$ cat config.mk
export PLATFORM = sky130hd
export DESIGN_NAME = fetch_unit_flat
export DESIGN_NICKNAME = d
export VERILOG_FILES = /design/src/rtl/fetch_unit_if.sv /design/src/rtl/fetch_unit.sv /design/src/flat_wrapper.sv
export SDC_FILE = /design/constraint.sdc
export NUM_CORES = 1
export LEC_CHECK = 0
export ABC_AREA = 0
export CORE_UTILIZATION = 38
export DETAILED_ROUTE_END_ITERATION = 8
export PLACE_DENSITY = 0.78
export SLEW_MARGIN = 10
export SYNTH_ARGS = -nofsm -noshare
export SYNTH_HDL_FRONTEND = slang
export SYNTH_SLANG_ARGS = --single-unit
$ cat constraint.sdc
create_clock -name clk -period 1.4 [get_ports clk]
set_input_delay 0.28 -clock clk [delete_from_list [all_inputs] [get_ports clk]]
set_output_delay 0.28 -clock clk [all_outputs]
set_load 0.01 [all_outputs]
$ cat src/rtl/fetch_unit_if.sv
// Memory read bus and decoder handshake of the instruction fetch stage.
// master = fetch unit, slave = memory/decoder side.
interface fetch_unit_if #(
  parameter int DATA_W = 16
);
  logic [DATA_W-1:0] mem_addr;
  logic              mem_rd;
  logic              mem_ready;
  logic [DATA_W-1:0] mem_rdata;
  logic [DATA_W-1:0] ir;
  logic [DATA_W-1:0] mdr;
  logic              two_word;
  logic              out_valid;
  logic              out_ready;

  modport master (
    output mem_addr, mem_rd, ir, mdr, two_word, out_valid,
    input  mem_ready, mem_rdata, out_ready
  );

  modport slave (
    input  mem_addr, mem_rd, ir, mdr, two_word, out_valid,
    output mem_ready, mem_rdata, out_ready
  );
endinterface

$ cat src/rtl/fetch_unit.sv
// Instruction fetch stage: reads opcode (and optional immediate) at the PC, pulses the
// PC increment per word read, and holds IR/MDR for the decoder under valid/ready.
module fetch_unit #(
  parameter int DATA_W       = 16,
  parameter int TWO_WORD_BIT = 15,
  parameter int CNT_W        = 16
) (
  input  logic              clk,
  input  logic              rst,
  input  logic [DATA_W-1:0] pc_val_i,
  output logic              pc_inc_o,
  input  logic              flush_i,
  input  logic              halt_i,
  output logic              halted_o,
  output logic [CNT_W-1:0]  fetch_count_o,
  fetch_unit_if.master      bus
);

  typedef enum logic [1:0] {
    S_IR   = 2'd0,
    S_IMM  = 2'd1,
    S_HOLD = 2'd2
  } state_e;

  state_e            state_q, state_d;
  logic [DATA_W-1:0] ir_q, ir_d;
  logic [DATA_W-1:0] mdr_q, mdr_d;
  logic [CNT_W-1:0]  cnt_q, cnt_d;
  logic              mem_rd_s;
  logic              rd_done_s;
  logic              out_valid_s;
  logic              halted_s;

  // Next-state, request and handshake decode; rst and flush suppress every side effect.
  always_comb begin
    state_d     = state_q;
    ir_d        = ir_q;
    mdr_d       = mdr_q;
    cnt_d       = cnt_q;
    mem_rd_s    = 1'b0;
    rd_done_s   = 1'b0;
    out_valid_s = 1'b0;
    halted_s    = 1'b0;
    if (rst) begin
      state_d = S_IR;
    end else if (flush_i) begin
      state_d  = S_IR;
      halted_s = (state_q == S_IR) & halt_i;
    end else begin
      case (state_q)
        S_IR: begin
          mem_rd_s  = ~halt_i;
          halted_s  = halt_i;
          rd_done_s = ~halt_i & bus.mem_ready;
          if (rd_done_s) begin
            ir_d    = bus.mem_rdata;
            state_d = bus.mem_rdata[TWO_WORD_BIT] ? S_IMM : S_HOLD;
          end else begin
            state_d = S_IR;
          end
        end
        S_IMM: begin
          mem_rd_s  = 1'b1;
          rd_done_s = bus.mem_ready;
          if (rd_done_s) begin
            mdr_d   = bus.mem_rdata;
            state_d = S_HOLD;
          end else begin
            state_d = S_IMM;
          end
        end
        S_HOLD: begin
          out_valid_s = 1'b1;
          if (bus.out_ready) begin
            cnt_d   = cnt_q + CNT_W'(1);
            state_d = S_IR;
          end else begin
            state_d = S_HOLD;
          end
        end
        default: begin
          state_d = S_IR;
        end
      endcase
    end
  end

  // State and holding registers.
  always_ff @(posedge clk) begin
    if (rst) begin
      state_q <= S_IR;
      ir_q    <= {DATA_W{1'b0}};
      mdr_q   <= {DATA_W{1'b0}};
      cnt_q   <= {CNT_W{1'b0}};
    end else begin
      state_q <= state_d;
      ir_q    <= ir_d;
      mdr_q   <= mdr_d;
      cnt_q   <= cnt_d;
    end
  end

  // Held values are masked during the reset cycle so every output reads zero.
  assign bus.mem_rd     = mem_rd_s;
  assign bus.mem_addr   = rst ? {DATA_W{1'b0}} : pc_val_i;
  assign bus.out_valid  = out_valid_s;
  assign bus.ir         = rst ? {DATA_W{1'b0}} : ir_q;
  assign bus.mdr        = rst ? {DATA_W{1'b0}} : mdr_q;
  assign bus.two_word   = rst ? 1'b0 : ir_q[TWO_WORD_BIT];
  assign pc_inc_o       = rd_done_s;
  assign halted_o       = halted_s;
  assign fetch_count_o  = rst ? {CNT_W{1'b0}} : cnt_q;

endmodule

$ cat src/flat_wrapper.sv
// flat-port wrapper written by rule: the top's interface ports become plain ports
module fetch_unit_flat 
#(
  parameter int DATA_W       = 16,
  parameter int TWO_WORD_BIT = 15,
  parameter int CNT_W        = 16
)
  (clk, rst, pc_val_i, pc_inc_o, flush_i, halt_i, halted_o, fetch_count_o, bus_mem_addr, bus_mem_rd, bus_ir, bus_mdr, bus_two_word, bus_out_valid, bus_mem_ready, bus_mem_rdata, bus_out_ready);
  fetch_unit_if #(.DATA_W(DATA_W)) bus_i ();
  input  logic clk;
  input  logic rst;
  input  logic [DATA_W-1:0] pc_val_i;
  output logic pc_inc_o;
  input  logic flush_i;
  input  logic halt_i;
  output logic halted_o;
  output logic [CNT_W-1:0] fetch_count_o;
  output wire logic [$bits(bus_i.mem_addr)-1:0] bus_mem_addr;
  output wire logic [$bits(bus_i.mem_rd)-1:0] bus_mem_rd;
  output wire logic [$bits(bus_i.ir)-1:0] bus_ir;
  output wire logic [$bits(bus_i.mdr)-1:0] bus_mdr;
  output wire logic [$bits(bus_i.two_word)-1:0] bus_two_word;
  output wire logic [$bits(bus_i.out_valid)-1:0] bus_out_valid;
  input wire logic [$bits(bus_i.mem_ready)-1:0] bus_mem_ready;
  input wire logic [$bits(bus_i.mem_rdata)-1:0] bus_mem_rdata;
  input wire logic [$bits(bus_i.out_ready)-1:0] bus_out_ready;
  assign bus_mem_addr = bus_i.mem_addr;
  assign bus_mem_rd = bus_i.mem_rd;
  assign bus_ir = bus_i.ir;
  assign bus_mdr = bus_i.mdr;
  assign bus_two_word = bus_i.two_word;
  assign bus_out_valid = bus_i.out_valid;
  assign bus_i.mem_ready = bus_mem_ready;
  assign bus_i.mem_rdata = bus_mem_rdata;
  assign bus_i.out_ready = bus_out_ready;
  fetch_unit #(.DATA_W(DATA_W), .TWO_WORD_BIT(TWO_WORD_BIT), .CNT_W(CNT_W)) u_core (.clk(clk), .rst(rst), .pc_val_i(pc_val_i), .pc_inc_o(pc_inc_o), .flush_i(flush_i), .halt_i(halt_i), .halted_o(halted_o), .fetch_count_o(fetch_count_o), .bus(bus_i));
endmodule
==> metrics.txt <==
initial antenna violation count 0; reg2reg start u_core.state_q[1]; Internal 2250 uW; IO Count 107; clk sinks 50; Congestion Overflow GR 0; Max-slew headroom 0.798; CTS tree done; worst hold path type primary input to flop; hold path start flush_i; 1st-iter DRT viols 85; DP HPWL 5100 um; Max IR drop VDD 0.000559 V; Max Freq 644 MHz; syn_nets 354; Pwr Density 660 mW/mm2; Max Root-Sink Buffers 2; Pleak approximately 0.0019 uW; critical-path maximum fanout 8; final wirelength around 8000 um; Reg2Reg Setup Slack -0.15 ns; ranking of synthesized cells by area dfxtp_1 41%, nor2b_1 17%, nand2_1 11%; drt via density 5.00; detailed-route DRC error count 0; Logic pwr share 0.166; port bufs 106; Core Region 0.00606 mm2; Net Sw Frac 0.251; Die ar. 0.00677 mm2; FF/Latch Area 0.00103 mm2; pre-CTS setup slack -0.637 ns; Initial Utilization 0.404; max cap viols 0; most frequent cell after synthesis nand2_1; final core utilization 0.751; number of diodes 0; Reg power frac 0.485; period utilization 1.11; count of cell types in the netlist 34; Yosys reg bits 50; Inserted Clock Buffers 5; # setup viols final 45; total of fill cells in the finished design ~450; most frequent cells after synthesis 69 x nand2_1, 65 x nor2b_1, 50 x dfxtp_1, 33 x a21oi_1, 22 x nor2_1; area occupied by multi-input gates 0.00181 mm2; Worst EP required 1.59 ns; layout cell share with drive strength beyond 1 0.475; first-pass GRT wire length 11,800 um; Worst-path clk slew 0.09 ns; Max stage delay on crit path 0.46 ns; Worst-Margin Slew 0.296 ns; Setup CP Type flop to flop; Layout area overhead 85.8%; Post-Syn Area around 0.0024 mm2; Hold Buf Count CTS 0; drt pass-1 iters 4; fin cells 540; WP data arrival between 1.5 and 2 ns; Cell Chain, Critical Path nand2b_4 > buf_12 > or4_4 > clkbuf_16 > nand2_4 > a21oi_2; hold depth 3; post-synth top area share 0.409; clock power share 0.349; Async SR Flop Fraction 0; largest net degree at the start of global routing 52; Crit path max-delay family simple AND/OR/NAND/NOR gates; P_sw 755 uW; Final Power 3000 uW; GRT Resource Usage Total 0.230; Avg Inst Size Synth 7.77 um2; hold endpoint u_core.state_q[1]; Primary FF master, synth dfxtp_1; Setup crit end kind flop; gp weighted congestion 0.796; endpoints failing hold 0; R2R depth 6; Inst Count DP roughly 520; sequential area share after synthesis 0.409; Final nets 503; post-route ant nets 0; Yosys top cell by area dfxtp_1; Cell Rows 28; RSZ-0062 raised after global routing yes; CP Launch Type flop; Post-synth EDFFs 0; RR Endpoint u_core.ir_q[7]; Mapped Cells 315; slowest CP cell or4_4; H-Tree Level Count 2; Clock Skews roughly 0.0059 ns; Die X slightly above 80 um; setup ws final -0.152 ns; die span in y about 82 um; Final Max Slew Viols 0; clk_lat worst skew 0.30 ns; vias roughly 2,700; failing checks setup timing; synthesis warning total 0; post-route minimum period ~1.6 ns; number of global-route vias before repair roughly 2,600; drt wl/cell about 15 um; CTS root buf clkbuf_8; Worst Path Buf+Inv 2; status finished with violations; Post-Route Setup TNS -4.34 ns
power by group through the flow:
stage / clock, uW / sequential, uW / combinational, uW
floorplan: 0 / 1480 / 170
global placement: 0 / 1480 / 430
detailed placement: 0 / 1480 / 438
CTS: 1060 / 1450 / 455
global route: 1130 / 1460 / 534
finish: 1050 / 1450 / 499
worst max-delay path by stage:
| stage | from | to | slack (ns) | cells after the start |
|---|---|---|---|---|
| 2_1_floorplan | u_core.state_q[0] | u_core.cnt_q[15] | -0.07 | 6 |
| 3_3_place_gp | halt_i | pc_inc_o | -0.60 | 5 |
| 3_5_place_dp | halt_i | pc_inc_o | -0.64 | 5 |
| 4_1_cts | u_core.state_q[1] | pc_inc_o | -0.13 | 4 |
| 5_1_grt | u_core.state_q[1] | pc_inc_o | -0.17 | 4 |
| 6_report | u_core.state_q[1] | u_core.ir_q[7] | -0.15 | 6 |
what timing repair did:
action	in CTS	in global routing
gates resized for setup	177	143
pin swaps	31	38
gates cloned	2	1
endpoints found under the setup margin	113	88
setup buffers	8	1
worst reg2reg max path: cells and delay by family (launching register included):
kind / cells / cell delay (ns)
buf+inv: 2 / 0.35
compound gates: 1 / 0.04
flops: 1 / 0.38
simple gates: 3 / 0.69
through the flow:
| stage | cell area, um2 | hold WS [ns] |
|---|---|---|
| floorplan | 2540 | 0.416 |
| global placement | 3940 | 0.437 |
| detailed placement | 3940 | 0.440 |
| CTS | 4350 | 0.401 |
| global route | 4550 | 0.448 |
| finish | 4550 | 0.409 |
cell usage in the layout, fill, tap and decap left out, types with 20 or more instances in the layout:
| cell type | instances |
|---|---|
| buf_4 | 36 |
| dlygate4sd2_1 | 22 |
| nand2_1 | 29 |
| a21oi_2 | 24 |
| clkdlybuf4s50_1 | 33 |
| nand2_2 | 24 |
| nor2b_1 | 59 |
| nor2_1 | 20 |
| clkbuf_2 | 26 |
| dfxtp_1 | 29 |
registers in the layout, indices dropped and copies added (netlist names):
signal,flops
u_core.cnt_q,16
u_core.ir_q,16
u_core.mdr_q,16
u_core.state_q,2
metal layers:
| metal | GRT usage | routed length, um | vias to the layer above |
|---|---|---|---|
| met1 | 0.267 | 3310 | 1292 |
| met5 | 0 | 0 | - |
| met3 | 0.0275 | 395 | 9 |
| li1 | - | - | 1325 |
| met2 | 0.434 | 4410 | 74 |
| met4 | 0.0754 | 91 | 0 |
logic make-up after synthesis:
group,synth area share
flip-flops,0.409
multiplexers,0.0184
adder cells (fa/ha/maj),0.00511
buffers and inverters,0.0450
AND/OR/NAND/NOR,0.406
XOR/XNOR,0.0393
AO/OA/AOI/OAI,0.0772
layout make-up:
class / instances / share of cell area
clock buffer: 5 / 0.0151
clock inverter: 3 / 0.00962
inverter: 1 / 0.000825
tap: 75 / 0.0206
sequential: 50 / 0.227
multi-input combinational: 240 / 0.397
timing repair buffer: 166 / 0.330
No activity file was read; power rests on OpenSTA's default activity.
